--- src/rtl/link_pkg.sv ---
// Shared constants and state encoding for the two-wire sen/sd serial link.
// The transmit side imports this package so both ends agree on frame geometry.
package link_pkg;

  localparam int unsigned LINK_ADDR_W    = 5;
  localparam int unsigned LINK_DATA_W    = 8;
  localparam int unsigned LINK_LAST_ADDR = 17;
  localparam int unsigned LINK_ERR_CNT_W = 8;

  typedef enum logic [1:0] {
    IDLE  = 2'd0,
    SHIFT = 2'd1,
    DRAIN = 2'd2
  } rx_state_e;

endpackage

--- src/rtl/sat_counter.sv ---
// Up-counter that increments on inc_i and sticks at all-ones.
module sat_counter #(
  parameter int unsigned W = 8
) (
  input  logic         clk,
  input  logic         rst,
  input  logic         inc_i,
  output logic [W-1:0] cnt_o
);

  logic [W-1:0] cnt_q, cnt_d;

  always_comb begin
    cnt_d = cnt_q;
    if (inc_i && (cnt_q != {W{1'b1}})) begin
      cnt_d = cnt_q + W'(1);
    end
  end

  always_ff @(posedge clk or negedge rst) begin
    if (!rst) begin
      cnt_q <= '0;
    end else begin
      cnt_q <= cnt_d;
    end
  end

  assign cnt_o = cnt_q;

endmodule

--- src/rtl/serial_frame_rx.sv ---
// Receive side of the sen/sd link: deserialises address+data frames, commits good
// frames to the register bank write port, and flags/counts short and long frames.
module serial_frame_rx
  import link_pkg::*;
#(
  parameter int unsigned ADDR_W    = LINK_ADDR_W,
  parameter int unsigned DATA_W    = LINK_DATA_W,
  parameter int unsigned LAST_ADDR = LINK_LAST_ADDR
) (
  input  logic                      clk,
  input  logic                      rst,
  input  logic                      en,
  input  logic                      sen,
  input  logic                      sd,
  output logic                      rb_rw,
  output logic [ADDR_W-1:0]         rb_a,
  output logic [DATA_W-1:0]         rb_d,
  output logic                      done,
  output logic                      frame_err,
  output logic [LINK_ERR_CNT_W-1:0] err_cnt
);

  localparam int unsigned FRAME_LEN = ADDR_W + DATA_W;
  localparam int unsigned CNT_W     = $clog2(FRAME_LEN + 1);

  rx_state_e              state_q, state_d;
  logic [CNT_W-1:0]       cnt_q, cnt_d;
  logic [FRAME_LEN-1:0]   shift_q, shift_d;
  logic                   rb_rw_q, rb_rw_d;
  logic [ADDR_W-1:0]      rb_a_q, rb_a_d;
  logic [DATA_W-1:0]      rb_d_q, rb_d_d;
  logic                   done_q, done_d;
  logic                   frame_err_q, frame_err_d;

  always_ff @(posedge clk or negedge rst) begin
    if (!rst) begin
      state_q     <= IDLE;
      cnt_q       <= '0;
      shift_q     <= '0;
      rb_rw_q     <= 1'b1;
      rb_a_q      <= '0;
      rb_d_q      <= '0;
      done_q      <= 1'b0;
      frame_err_q <= 1'b0;
    end else begin
      state_q     <= state_d;
      cnt_q       <= cnt_d;
      shift_q     <= shift_d;
      rb_rw_q     <= rb_rw_d;
      rb_a_q      <= rb_a_d;
      rb_d_q      <= rb_d_d;
      done_q      <= done_d;
      frame_err_q <= frame_err_d;
    end
  end

  // Frame FSM: the edge sampling sen high decides commit vs. short-frame error.
  always_comb begin
    state_d     = state_q;
    cnt_d       = cnt_q;
    shift_d     = shift_q;
    rb_rw_d     = 1'b1;
    rb_a_d      = rb_a_q;
    rb_d_d      = rb_d_q;
    done_d      = done_q;
    frame_err_d = 1'b0;

    if (!en) begin
      state_d = IDLE;
      cnt_d   = '0;
    end else begin
      case (state_q)
        IDLE: begin
          if (!sen) begin
            shift_d = {shift_q[FRAME_LEN-2:0], sd};
            cnt_d   = CNT_W'(1);
            state_d = SHIFT;
          end
        end
        SHIFT: begin
          if (!sen) begin
            if (cnt_q == CNT_W'(FRAME_LEN)) begin
              frame_err_d = 1'b1;
              cnt_d       = '0;
              state_d     = DRAIN;
            end else begin
              shift_d = {shift_q[FRAME_LEN-2:0], sd};
              cnt_d   = cnt_q + CNT_W'(1);
            end
          end else begin
            cnt_d   = '0;
            state_d = IDLE;
            if (cnt_q == CNT_W'(FRAME_LEN)) begin
              rb_rw_d = 1'b0;
              rb_a_d  = shift_q[FRAME_LEN-1:DATA_W];
              rb_d_d  = shift_q[DATA_W-1:0];
              if (shift_q[FRAME_LEN-1:DATA_W] == ADDR_W'(LAST_ADDR)) begin
                done_d = 1'b1;
              end
            end else begin
              frame_err_d = 1'b1;
            end
          end
        end
        DRAIN: begin
          if (sen) begin
            state_d = IDLE;
          end
        end
        default: begin
          state_d = IDLE;
          cnt_d   = '0;
        end
      endcase
    end
  end

  // Error counter advances on the same edge that raises frame_err.
  sat_counter #(
    .W(LINK_ERR_CNT_W)
  ) u_err_cnt (
    .clk  (clk),
    .rst  (rst),
    .inc_i(frame_err_d),
    .cnt_o(err_cnt)
  );

  assign rb_rw     = rb_rw_q;
  assign rb_a      = rb_a_q;
  assign rb_d      = rb_d_q;
  assign done      = done_q;
  assign frame_err = frame_err_q;

endmodule

--- config.mk ---
export PLATFORM = sky130hd
export DESIGN_NAME = serial_frame_rx
export DESIGN_NICKNAME = d
export VERILOG_FILES = /design/src/rtl/link_pkg.sv /design/src/rtl/sat_counter.sv /design/src/rtl/serial_frame_rx.sv
export SDC_FILE = /design/constraint.sdc
export NUM_CORES = 1
export LEC_CHECK = 0
export ABC_AREA = 1
export BUFFER_PORTS_ARGS = -buffer_cell sky130_fd_sc_hd__buf_2
export CORE_MARGIN = 3
export CORE_UTILIZATION = 50
export DETAILED_ROUTE_END_ITERATION = 7
export GPL_TIMING_DRIVEN = 0
export PLACE_DENSITY = 0.74
export SETUP_SLACK_MARGIN = 0.5
export SKIP_CTS_REPAIR_TIMING = 1
export SLEW_MARGIN = 10
export SYNTH_ARGS = -nofsm -noshare
export SYNTH_HDL_FRONTEND = slang
export SYNTH_SLANG_ARGS = --single-unit
--- constraint.sdc ---
create_clock -name clk -period 1.78 [get_ports clk]
set_clock_uncertainty 0.1 [all_clocks]
set_input_delay 0.178 -clock clk [delete_from_list [all_inputs] [get_ports clk]]
set_output_delay 0.178 -clock clk [all_outputs]
set_load 0.02 [all_outputs]
======== Word-level counts from Yosys, hierarchy flattened ========
Cells that the tools add are included.
cells by class
  $add $sub $neg .......................... 2
  eq/ne operators ......................... 12
  multiplexer cells ....................... 23
  reductions and logical operators ........ 8
operators by type and width
  kind                                                                   number
  13-bit two-way mux                                                     3
  13-bit one-hot mux with 2 select lines                                 1
  4-bit two-way mux                                                      4
  4-bit one-hot mux with 3 select lines                                  1
  2-bit two-way mux                                                      5
  5-bit AND reduction                                                    2
  8-bit by 1-bit adder with 8-bit output, second input constant          1
  1-bit two-way mux                                                      8
  2-bit inequality test, second input constant                           4
  8-bit inequality test, second input constant                           1
  3-bit inequality test, second input constant                           2
  2-bit one-hot mux with 3 select lines                                  1
  5-bit equality test, second input constant                             1
  4-bit by 1-bit adder with 4-bit output, second input constant          1
  4-bit equality test, second input constant                             1
  4-bit inequality test, second input constant                           1
  4-bit AND reduction                                                    1
  3-bit AND reduction                                                    1
  2-bit by 1-bit equality test with 1-bit output, second input constant  1
  2-bit equality test, second input constant                             1
  2-bit zero test                                                        1
  2-bit AND reduction                                                    1
  2-bit nonzero test                                                     1
  1-bit logical AND                                                      1
word-level totals
  register bits ........................... 43
  input bits .............................. 5
  logic and storage cells ................. 54

======== Longest topological paths before layout ========
Gate-level depths: netlist (run 1).
  word-level depth ........................ 6
  mapped depth ............................ 11
  gate-level depth less buffers ........... 11

======== Hierarchy ========
Synthesis (run 1) repeated with hierarchy kept, for this count alone.
unflattened totals
  cells, all modules ...................... 231
  area total of the unflattened synthesis .. 2100.8 um2
modules (own cells, without submodules)
  module           times used  cells each  area an instance (um2)  seq. area each (um2)
  serial_frame_rx  1           168         1617.8                  877.1
  sat_counter      1           63          483.0                   200.2

======== Worst setup path before layout (run 1) ========
OpenSTA, ideal clock, no wires.
  kind .................................... register -> register
  start ................................... register cnt_q[0]
  end ..................................... register u_err_cnt.cnt_q[4], in the netlist u_err_cnt.cnt_o[4]
  arrival ................................. 1.563 ns
  slack ................................... 0.052 ns
  cell stages (with the launch flop) ...... 11
  path buffers ............................ 0
  cells stage by stage .................... dfrtp_1 > ha_1 > nand2_1 > nor2_4 > ha_1 > nand2_1 > nor2_4 > nand2_2 > inv_1 > nand2_1 > nand2_1
between the ends
  cells in the longest elaborated chain, start to end .. 6
  elaborated cells on any way between the ends .. 7
  classes of those cells .................. eq/ne (1); mux (5); reduce/logical (1)
RTL lines
  element                                      line                                          text
  start, declared                              serial_frame_rx.sv:27                         logic [CNT_W-1:0] cnt_q, cnt_d;
  start signal, assigned                       serial_frame_rx.sv:47                         cnt_q <= cnt_d;
  4-bit equality test *                        serial_frame_rx.sv:82, serial_frame_rx.sv:93
  1-bit two-way mux, on equally long branches  serial_frame_rx.sv:82, serial_frame_rx.sv:93
  1-bit two-way mux *                          serial_frame_rx.sv:81                         if (!sen) begin
  1-bit two-way mux *                          serial_frame_rx.sv:72                         case (state_q)
  1-bit two-way mux *                          serial_frame_rx.sv:68                         if (!en) begin
  net frame_err_d                              serial_frame_rx.sv:33                         logic frame_err_q, frame_err_d;
  1-bit logical AND *                          sat_counter.sv:15                             if (inc_i && (cnt_q != {W{1'b1}})) begin
  end signal, assigned                         sat_counter.sv:24                             cnt_q <= cnt_d;
  end, declared                                sat_counter.sv:11                             logic [W-1:0] cnt_q, cnt_d;
The timed path passes the listed nets; every way through them passes the cells marked *.
A chain may end at the register's enable or synchronous reset.

======== Worst setup path in the final report (run 1) ========
  start ................................... register cnt_q[0]
  end ..................................... register u_err_cnt.cnt_q[6], in the netlist u_err_cnt.cnt_o[6]
The elaborated chain is that of the path after synthesis.

==> flow_summary.rst, run 1 <==
.. list-table::
   :header-rows: 1

   * - Metric
     - Value
   * - DR iter-0 viols
     - 91
   * - Combined global-route utilization of all metal layers
     - 16.9%
   * - Wire length per cell after detailed routing
     - 12.0 um
   * - Initial core utilization
     - 53.2%
   * - Count of input and output buffers
     - 27
   * - Die Span Y
     - 69.1 um
   * - Final hold viol count
     - 43
   * - Critical-path cell list
     - ha_4, nand2_4, nor2_4, ha_4, nand2_4, nor2_4, buf_6, nand3_2, nand2_1, nand2_1
   * - Element type at the critical path end
     - register
   * - Maxcap violations
     - 0
   * - Weighted congestion reported at the end of routability-driven placement
     - 0.829
   * - Largest fanout of any net on the critical path
     - 4
   * - Post-synthesis sequential element count
     - 43
   * - Placed instance area
     - 2240 um^2
   * - RSZ-0062 raised after global routing
     - yes
   * - Fraction of the core area covered by cells at the end of the flow
     - 67.0%
   * - Max Clk Rate
     - 591 MHz
   * - Number of diodes
     - 0
   * - Fillcell total
     - 323
   * - Vias
     - 1,656
   * - Max stage delay cell, worst path
     - sky130_fd_sc_hd__dfrtp_2
   * - Sequential cell area fraction in the yosys report
     - 54.0%
   * - Max H-tree Level
     - 2
   * - Fraction of layout cells with a size suffix above 1
     - 25.0%
   * - Worst hold slack across all endpoints
     - -81.4 ps
   * - Area of the core
     - 3740 um^2
   * - Clock root buffer
     - sky130_fd_sc_hd__clkbuf_8
   * - Slew Viols, Final
     - 0
   * - Most common flop cell mapped by yosys
     - sky130_fd_sc_hd__dfrtp_1
   * - Status
     - complete, but fails checks
   * - Crit path required time
     - 1880 ps
   * - Areal power density over the cells
     - 959 nW/um^2
   * - Num Clock Sinks
     - 43
   * - Residual DRC
     - 0
   * - Maximum number of pins on one net before global-route repair
     - 44
   * - Minimum clock period
     - 1690 ps
   * - Number of warnings issued by yosys
     - 0
   * - Number of standard-cell rows in the floorplan
     - 22
   * - Residual antenna-violating net count after detailed routing
     - 0
   * - Worst slew slack as a fraction of its limit
     - 37.6%
   * - Width of the die
     - 69.1 um
   * - Fraction of post-synthesis cell area in the top cell type by area
     - 52.7%
   * - Number of enable-type register cells in the synthesized netlist
     - 0
   * - Vias in the first global route
     - 1,473
   * - Vias per cell
     - 5.05
   * - Final total negative setup slack
     - 0 ps
   * - Clock transition time at the flip-flop clock pins of the worst setup and hold paths
     - 90 ps
   * - Number of instances in the synthesized netlist
     - 237
   * - Global-route wire length before repair
     - 6550 um
   * - Clock tree buffer depth
     - 2
   * - Antenna violations before repair
     - 0
   * - Critical Path Start Type
     - register
   * - Violations in the final reports
     - hold timing
   * - Half-perimeter wire length of the detailed placement result
     - 2580 um
   * - First-pass iteration count of the detailed router
     - 4
   * - Final cycle utilization of the critical path
     - 95.1%
   * - TritonCTS clock tree
     - done
   * - Crit Path Class
     - register to register
   * - Largest area contributor in the netlist
     - sky130_fd_sc_hd__dfrtp_1
   * - Overflow left after global routing
     - 0
   * - Worst path arrival time
     - 1790 ps
   * - Slew at the pin closest to its max-slew limit
     - 935 ps
   * - Synthesized netlist net count
     - 246
   * - FF-to-FF setup slack
     - 90 ps
   * - Share of synthesized registers carrying an async set or reset
     - 100%
   * - Buffers & Inverters on Critical Path
     - 1
   * - Maximum vdd drop
     - 0.000803 V
   * - Hold/Removal Path Class
     - input pin to async pin
   * - Final Net Count
     - 288
   * - Top Ports
     - 29
   * - Mean instance size in the synthesized netlist
     - 8.41 um^2
   * - Area contributors post-synth
     - sky130_fd_sc_hd__dfrtp_1 53%, sky130_fd_sc_hd__nand2_1 19%, sky130_fd_sc_hd__o21ai_0 3.8%
   * - Reported leakage power
     - 1.33 nW
   * - Count of unique library cells instantiated by Yosys
     - 26
   * - Dominant delay contributor by cell family on the critical path
     - simple AND/OR/NAND/NOR gates
   * - Post-route cell area
     - 2510 um^2
   * - Worst path max stage delay
     - 440 ps
   * - Area of the mapped netlist
     - 1990 um^2
   * - Endpoints failing setup
     - 0
   * - Layout overhead on the synthesized area
     - 25.9%
   * - CTS buffer count
     - 5
   * - Pwr Total
     - 2.41 mW
   * - Area of the die
     - 4780 um^2
   * - Post-Route WL
     - 3930 um
   * - Clock latency on the worst-skew pair
     - 290 ps
==> metal layers <==
layer / vias up / routed length, um / track usage, %
met4: 0 / 78 / 7.16
li1: 837 / - / -
met2: 41 / 1970 / 27.1
met1: 770 / 1700 / 21.6
met5: - / 0 / 0
met3: 8 / 180 / 4.52
==> final cells by class <==
| cell class | instances | area (um^2) | share of cell area, % |
|---|---|---|---|
| sequential | 43 | 1080 | 43.1 |
| multi-input combinational | 168 | 877 | 34.9 |
| timing repair buffer | 35 | 219 | 8.72 |
| inverter | 20 | 80.1 | 3.19 |
| clock buffer | 6 | 72.6 | 2.89 |
| clock inverter | 2 | 60.1 | 2.39 |
| buffer | 6 | 60.1 | 2.39 |
| tap | 48 | 60.1 | 2.39 |
==> cell families after synthesis <==
logic type | count (synthesis) | share of synthesized area [%]
compound gates | 22 | 5.71
xor+xnor | 4 | 1.76
fa+ha+maj | 4 | 2.51
buf+inv | 26 | 6.09
flops | 43 | 54.0
simple gates | 138 | 29.9
==> power by group <==
part / internal (mW) / switching, mW
clock network: 0.561 / 0.334
logic: 0.140 / 0.206
registers: 1.07 / 0.0923
==> path summary, 6_finish.rpt <==
kind                                                        to                 start  cells past startpoint
worst max-delay path            u_err_cnt.cnt_o[6]$_DFFE_PN0P_  cnt_q[0]$_DFFE_PN0P_                     10
min in group clk                        shift_q[0]$_DFFE_PN0P_                    sd                      3
worst min-delay path                       rb_a[1]$_DFFE_PN0P_                   rst                      1
worst max register to register  u_err_cnt.cnt_o[6]$_DFFE_PN0P_  cnt_q[0]$_DFFE_PN0P_                     10
max in group asynchronous                 cnt_q[0]$_DFFE_PN0P_                   rst                      1
worst min register to register                done$_DFFE_PN0P_      done$_DFFE_PN0P_                      2
==> synth_stat cells (2+ instances only) <==
library cell / count
sky130_fd_sc_hd__nand4_1: 5
sky130_fd_sc_hd__o21ai_1: 4
sky130_fd_sc_hd__dfrtp_1: 42
sky130_fd_sc_hd__inv_1: 17
sky130_fd_sc_hd__nor2_4: 4
sky130_fd_sc_hd__xor2_1: 2
sky130_fd_sc_hd__buf_6: 2
sky130_fd_sc_hd__nand2_2: 2
sky130_fd_sc_hd__o21ai_0: 15
sky130_fd_sc_hd__buf_4: 2
sky130_fd_sc_hd__inv_2: 3
sky130_fd_sc_hd__nor2_1: 10
sky130_fd_sc_hd__nor3_1: 2
sky130_fd_sc_hd__nand2_1: 101
sky130_fd_sc_hd__xnor2_1: 2
sky130_fd_sc_hd__nand3_1: 11
sky130_fd_sc_hd__ha_1: 4
==> sequential cells by signal (all words and copies together), names as in the netlist, 2 cells and up <==
name / cells
rb_d: 8
shift_q: 13
rb_a: 5
cnt_q: 4
u_err_cnt.cnt_o: 8
state_q: 2
==> worst register-to-register path, cell delays in order, from the launching register on <==
cell and delay, ps:
sky130_fd_sc_hd__dfrtp_2 440, sky130_fd_sc_hd__ha_4 180, sky130_fd_sc_hd__nand2_4 70, sky130_fd_sc_hd__nor2_4 50
sky130_fd_sc_hd__ha_4 280, sky130_fd_sc_hd__nand2_4 50, sky130_fd_sc_hd__nor2_4 170, sky130_fd_sc_hd__buf_6 130
sky130_fd_sc_hd__nand3_2 40, sky130_fd_sc_hd__nand2_1 60, sky130_fd_sc_hd__nand2_1 40
==> stage by stage <==
| stage | worst slack, ps | cells |
|---|---|---|
| floorplan | 172 | 237 |
| global placement | 44.9 | 312 |
| detailed placement | 30.1 | 312 |
| CTS | -11.1 | 320 |
| global route | -29.3 | 328 |
| finish | 86.6 | 328 |
==> cells in the final DEF, fill, tap and decap left out, types with 5 or more instances in the layout <==
master                      n
sky130_fd_sc_hd__buf_2     27
sky130_fd_sc_hd__nand2_1   99
sky130_fd_sc_hd__inv_1     15
sky130_fd_sc_hd__buf_4      6
sky130_fd_sc_hd__nor2_1    10
sky130_fd_sc_hd__clkbuf_8   5
sky130_fd_sc_hd__dfrtp_1   39
sky130_fd_sc_hd__nand4_1    5
sky130_fd_sc_hd__o21ai_1   17
sky130_fd_sc_hd__nand3_1    9
Note: power is estimated with default switching activity, not from simulation.
==> run 2, diff against run 1 <==
==> constraint.sdc (replaced) <==
create_clock -name clk -period 1.78 [get_ports clk]
set_clock_uncertainty 0.1 [all_clocks]
set_input_delay 0.178 -clock clk [delete_from_list [all_inputs] [get_ports clk]]
set_output_delay 0.178 -clock clk [all_outputs]
set_load 0.1 [all_outputs]
==> run 2 against run 1 <==
  * Core utilization up 5.6 points
  * Register-to-register slack worse by 90 ps
  * Critical path type unchanged
  * Highest routed layer unchanged
  * The run ends with hold timing, setup timing left
  * Combinational power is 100% higher
  * Global-route usage rose by 0.051 points
  * Fmax shrank 5.2%
  * First-iteration DRC count down 5.5%
  * Sequential power rose by 5%
==> flow_summary.rst, run 2 (synthesis results as in run 1) <==
.. list-table::
   :header-rows: 1

   * - Metric
     - Value
   * - Worst path arrival time
     - 1870 ps (+80 ps)
   * - Number of standard-cell rows in the floorplan
     - 22 (unchanged)
   * - Maxcap violations
     - 0 (unchanged)
   * - Critical Path Start Type
     - register
   * - Max H-tree Level
     - 2 (unchanged)
   * - Post-Route WL
     - 4290 um (+9.2%)
   * - Worst slew slack as a fraction of its limit
     - 38.2% (+0.52 points)
   * - Pwr Total
     - 2.56 mW (+6.4%)
   * - TritonCTS clock tree
     - done
   * - Areal power density over the cells
     - 942 nW/um^2 (-1.8%)
   * - Global-route wire length before repair
     - 6640 um (+1.4%)
   * - Number of cells in the design after placement
     - 312 (unchanged)
   * - Vias
     - 1,667 (+0.66%)
   * - Fraction of the core area covered by cells at the end of the flow
     - 72.7% (+5.6 points)
   * - Width of the die
     - 69.1 um (unchanged)
   * - DR iter-0 viols
     - 86 (-5.5%)
   * - Residual DRC
     - 0 (unchanged)
   * - Fillcell total
     - 281 (-13%)
   * - Vias in the first global route
     - 1,526 (+3.6%)
   * - Top Ports
     - 29 (unchanged)
   * - Residual antenna-violating net count after detailed routing
     - 0 (unchanged)
   * - Clock tree buffer depth
     - 2 (unchanged)
   * - Vias per cell
     - 5.01 (-0.85%)
   * - Wire length per cell after detailed routing
     - 12.9 um (+7.5%)
   * - Layout overhead on the synthesized area
     - 36.5%
   * - Max Clk Rate
     - 560 MHz (-5.2%)
   * - Clock root buffer
     - sky130_fd_sc_hd__clkbuf_8
   * - Worst slack, placed
     - 6.56 ps (-23.5 ps)
   * - RSZ-0062 raised after global routing
     - yes
   * - Critical-path cell list
     - ha_4, nand2_2, nor2_4, ha_4, nand2_4, nor2_4, buf_4, nand3_1, nand2_1, nand2_1
   * - Final cycle utilization of the critical path
     - 100% (+5.3 points)
   * - Crit path required time
     - 1860 ps (-20 ps)
   * - Endpoints failing setup
     - 2 (+2)
   * - Num Clock Sinks
     - 43 (unchanged)
   * - Clock transition time at the flip-flop clock pins of the worst setup and hold paths
     - 80 ps (about the same)
   * - Fraction of layout cells with a size suffix above 1
     - 37.9% (+13 points)
   * - Sequential Area
     - 1100 um^2 (+1.7%)
   * - Status
     - complete, but fails checks
   * - Area of the core
     - 3740 um^2 (unchanged)
   * - First-pass iteration count of the detailed router
     - 4 (unchanged)
   * - Clock latency on the worst-skew pair
     - 290 ps (about the same)
   * - Half-perimeter wire length of the detailed placement result
     - 2700 um (+4.7%)
   * - Post-route cell area
     - 2720 um^2 (+8.4%)
   * - Maximum number of pins on one net before global-route repair
     - 44 (unchanged)
   * - Worst path max stage delay
     - 450 ps (about the same)
   * - Minimum clock period
     - 1790 ps (+93.6 ps)
   * - Hold/Removal Path Class
     - input pin to async pin
   * - Slew at the pin closest to its max-slew limit
     - 928 ps (-7.84 ps)
   * - Antenna violations before repair
     - 0 (unchanged)
   * - Cell Count, Final, Fillers Out
     - 333 (+1.5%)
   * - Final total negative setup slack
     - -10.5 ps (-10.5 ps)
   * - Count of input and output buffers
     - 27 (unchanged)
   * - Crit Path Class
     - register to register
   * - Most common cell after layout, fill and taps aside
     - sky130_fd_sc_hd__nand2_1
   * - Number of diodes
     - 0 (unchanged)
   * - Final Net Count
     - 293 (+1.7%)
   * - Maximum vdd drop
     - 0.000609 V (-24%)
   * - Final setup slack of the worst path
     - -7.00 ps (-93.6 ps)
   * - Weighted congestion reported at the end of routability-driven placement
     - 0.791 (-4.5%)
   * - Initial core utilization
     - 53.2% (unchanged)
   * - Worst hold slack across all endpoints
     - -76.6 ps (+4.75 ps)
   * - Die Span Y
     - 69.1 um (unchanged)
   * - Overflow left after global routing
     - 0 (unchanged)
   * - CTS buffer count
     - 5 (unchanged)
   * - Placed instance area
     - 2280 um^2 (+1.6%)
   * - Max stage delay cell, worst path
     - sky130_fd_sc_hd__dfrtp_2
   * - Slew Viols, Final
     - 0 (unchanged)
   * - Register ranked first by flip-flop count
     - shift_q
   * - Final hold viol count
     - 43 (unchanged)
   * - Largest fanout of any net on the critical path
     - 6 (+2)
   * - Reported leakage power
     - 1.36 nW (+2.1%)
   * - Multi-input logic area
     - 937 um^2 (+6.8%)
   * - Flip-flop count of the largest register, all copies and words added
     - 13 (unchanged)
   * - Element type at the critical path end
     - register
   * - Area of the die
     - 4780 um^2 (unchanged)
   * - Commonest cells after routing, fill and taps aside
     - 80 x sky130_fd_sc_hd__nand2_1, 28 x sky130_fd_sc_hd__dfrtp_1, 20 x sky130_fd_sc_hd__nand2_2
   * - Combined global-route utilization of all metal layers
     - 17.0% (+0.051 points)
   * - Violations in the final reports
     - hold timing, setup timing
[run 2: cell count changes in the layout (fill, tap and decap cells not counted), moves of 3 or more]
cell                       before  now
sky130_fd_sc_hd__buf_2         27    4
sky130_fd_sc_hd__buf_4          6   15
sky130_fd_sc_hd__dfrtp_1       39   28
sky130_fd_sc_hd__nand2_1       99   80
sky130_fd_sc_hd__buf_12         0    3
sky130_fd_sc_hd__buf_6          4   12
sky130_fd_sc_hd__dfrtp_2        3   12
sky130_fd_sc_hd__clkbuf_4       0    7
sky130_fd_sc_hd__nand2_2        0   20
[run 2: critical path, delay by kind of cell (launching register included)]
family                     cells  cell delay [ps]
adders and majority gates      2              450
buffers and inverters          1              150
DFF                            1              450
and+or+nand+nor                7              540
[run 2: path summary, 6_finish.rpt]
check	startpoint	end	slack, ps	depth (start not counted)
max in group asynchronous	rst	u_err_cnt.cnt_o[0]$_DFFE_PN0P_	970	1
min in group clk	sd	shift_q[0]$_DFFE_PN0P_	-10	3
max reg2reg	cnt_q[0]$_DFFE_PN0P_	u_err_cnt.cnt_o[6]$_DFFE_PN0P_	-7	10
min	rst	done$_DFFE_PN0P_	-80	1
max	cnt_q[0]$_DFFE_PN0P_	u_err_cnt.cnt_o[6]$_DFFE_PN0P_	-7	10
min reg2reg	done$_DFFE_PN0P_	done$_DFFE_PN0P_	370	2
[run 2: per-layer routing]
metal	part of all wire [%]	wire length [um]	track usage [%]	up-vias
met1	45	1920	21.5	802
met5	0	0	0	-
met2	52	2230	28.7	23
met4	0.89	38	5.86	0
met3	2.6	110	3.64	4
li1	-	-	-	838
[run 2: area by class of cell]
type / count / share of cell area, %
plain buffers: 6 / 2.35
clock buffers: 7 / 3.17
clock inverters: 1 / 0.184
inverters: 20 / 3.04
multi-input cells: 168 / 34.5
flip-flops and latches: 43 / 40.4
well taps: 48 / 2.21
repair buffers: 40 / 14.2
[run 2: where the power goes]
| part | internal, mW | switching (mW) | total, mW |
|---|---|---|---|
| logic | 0.243 | 0.454 | 0.697 |
| clock network | 0.313 | 0.316 | 0.629 |
| registers | 1.09 | 0.142 | 1.23 |
| total | 1.65 | 0.912 | 2.56 |
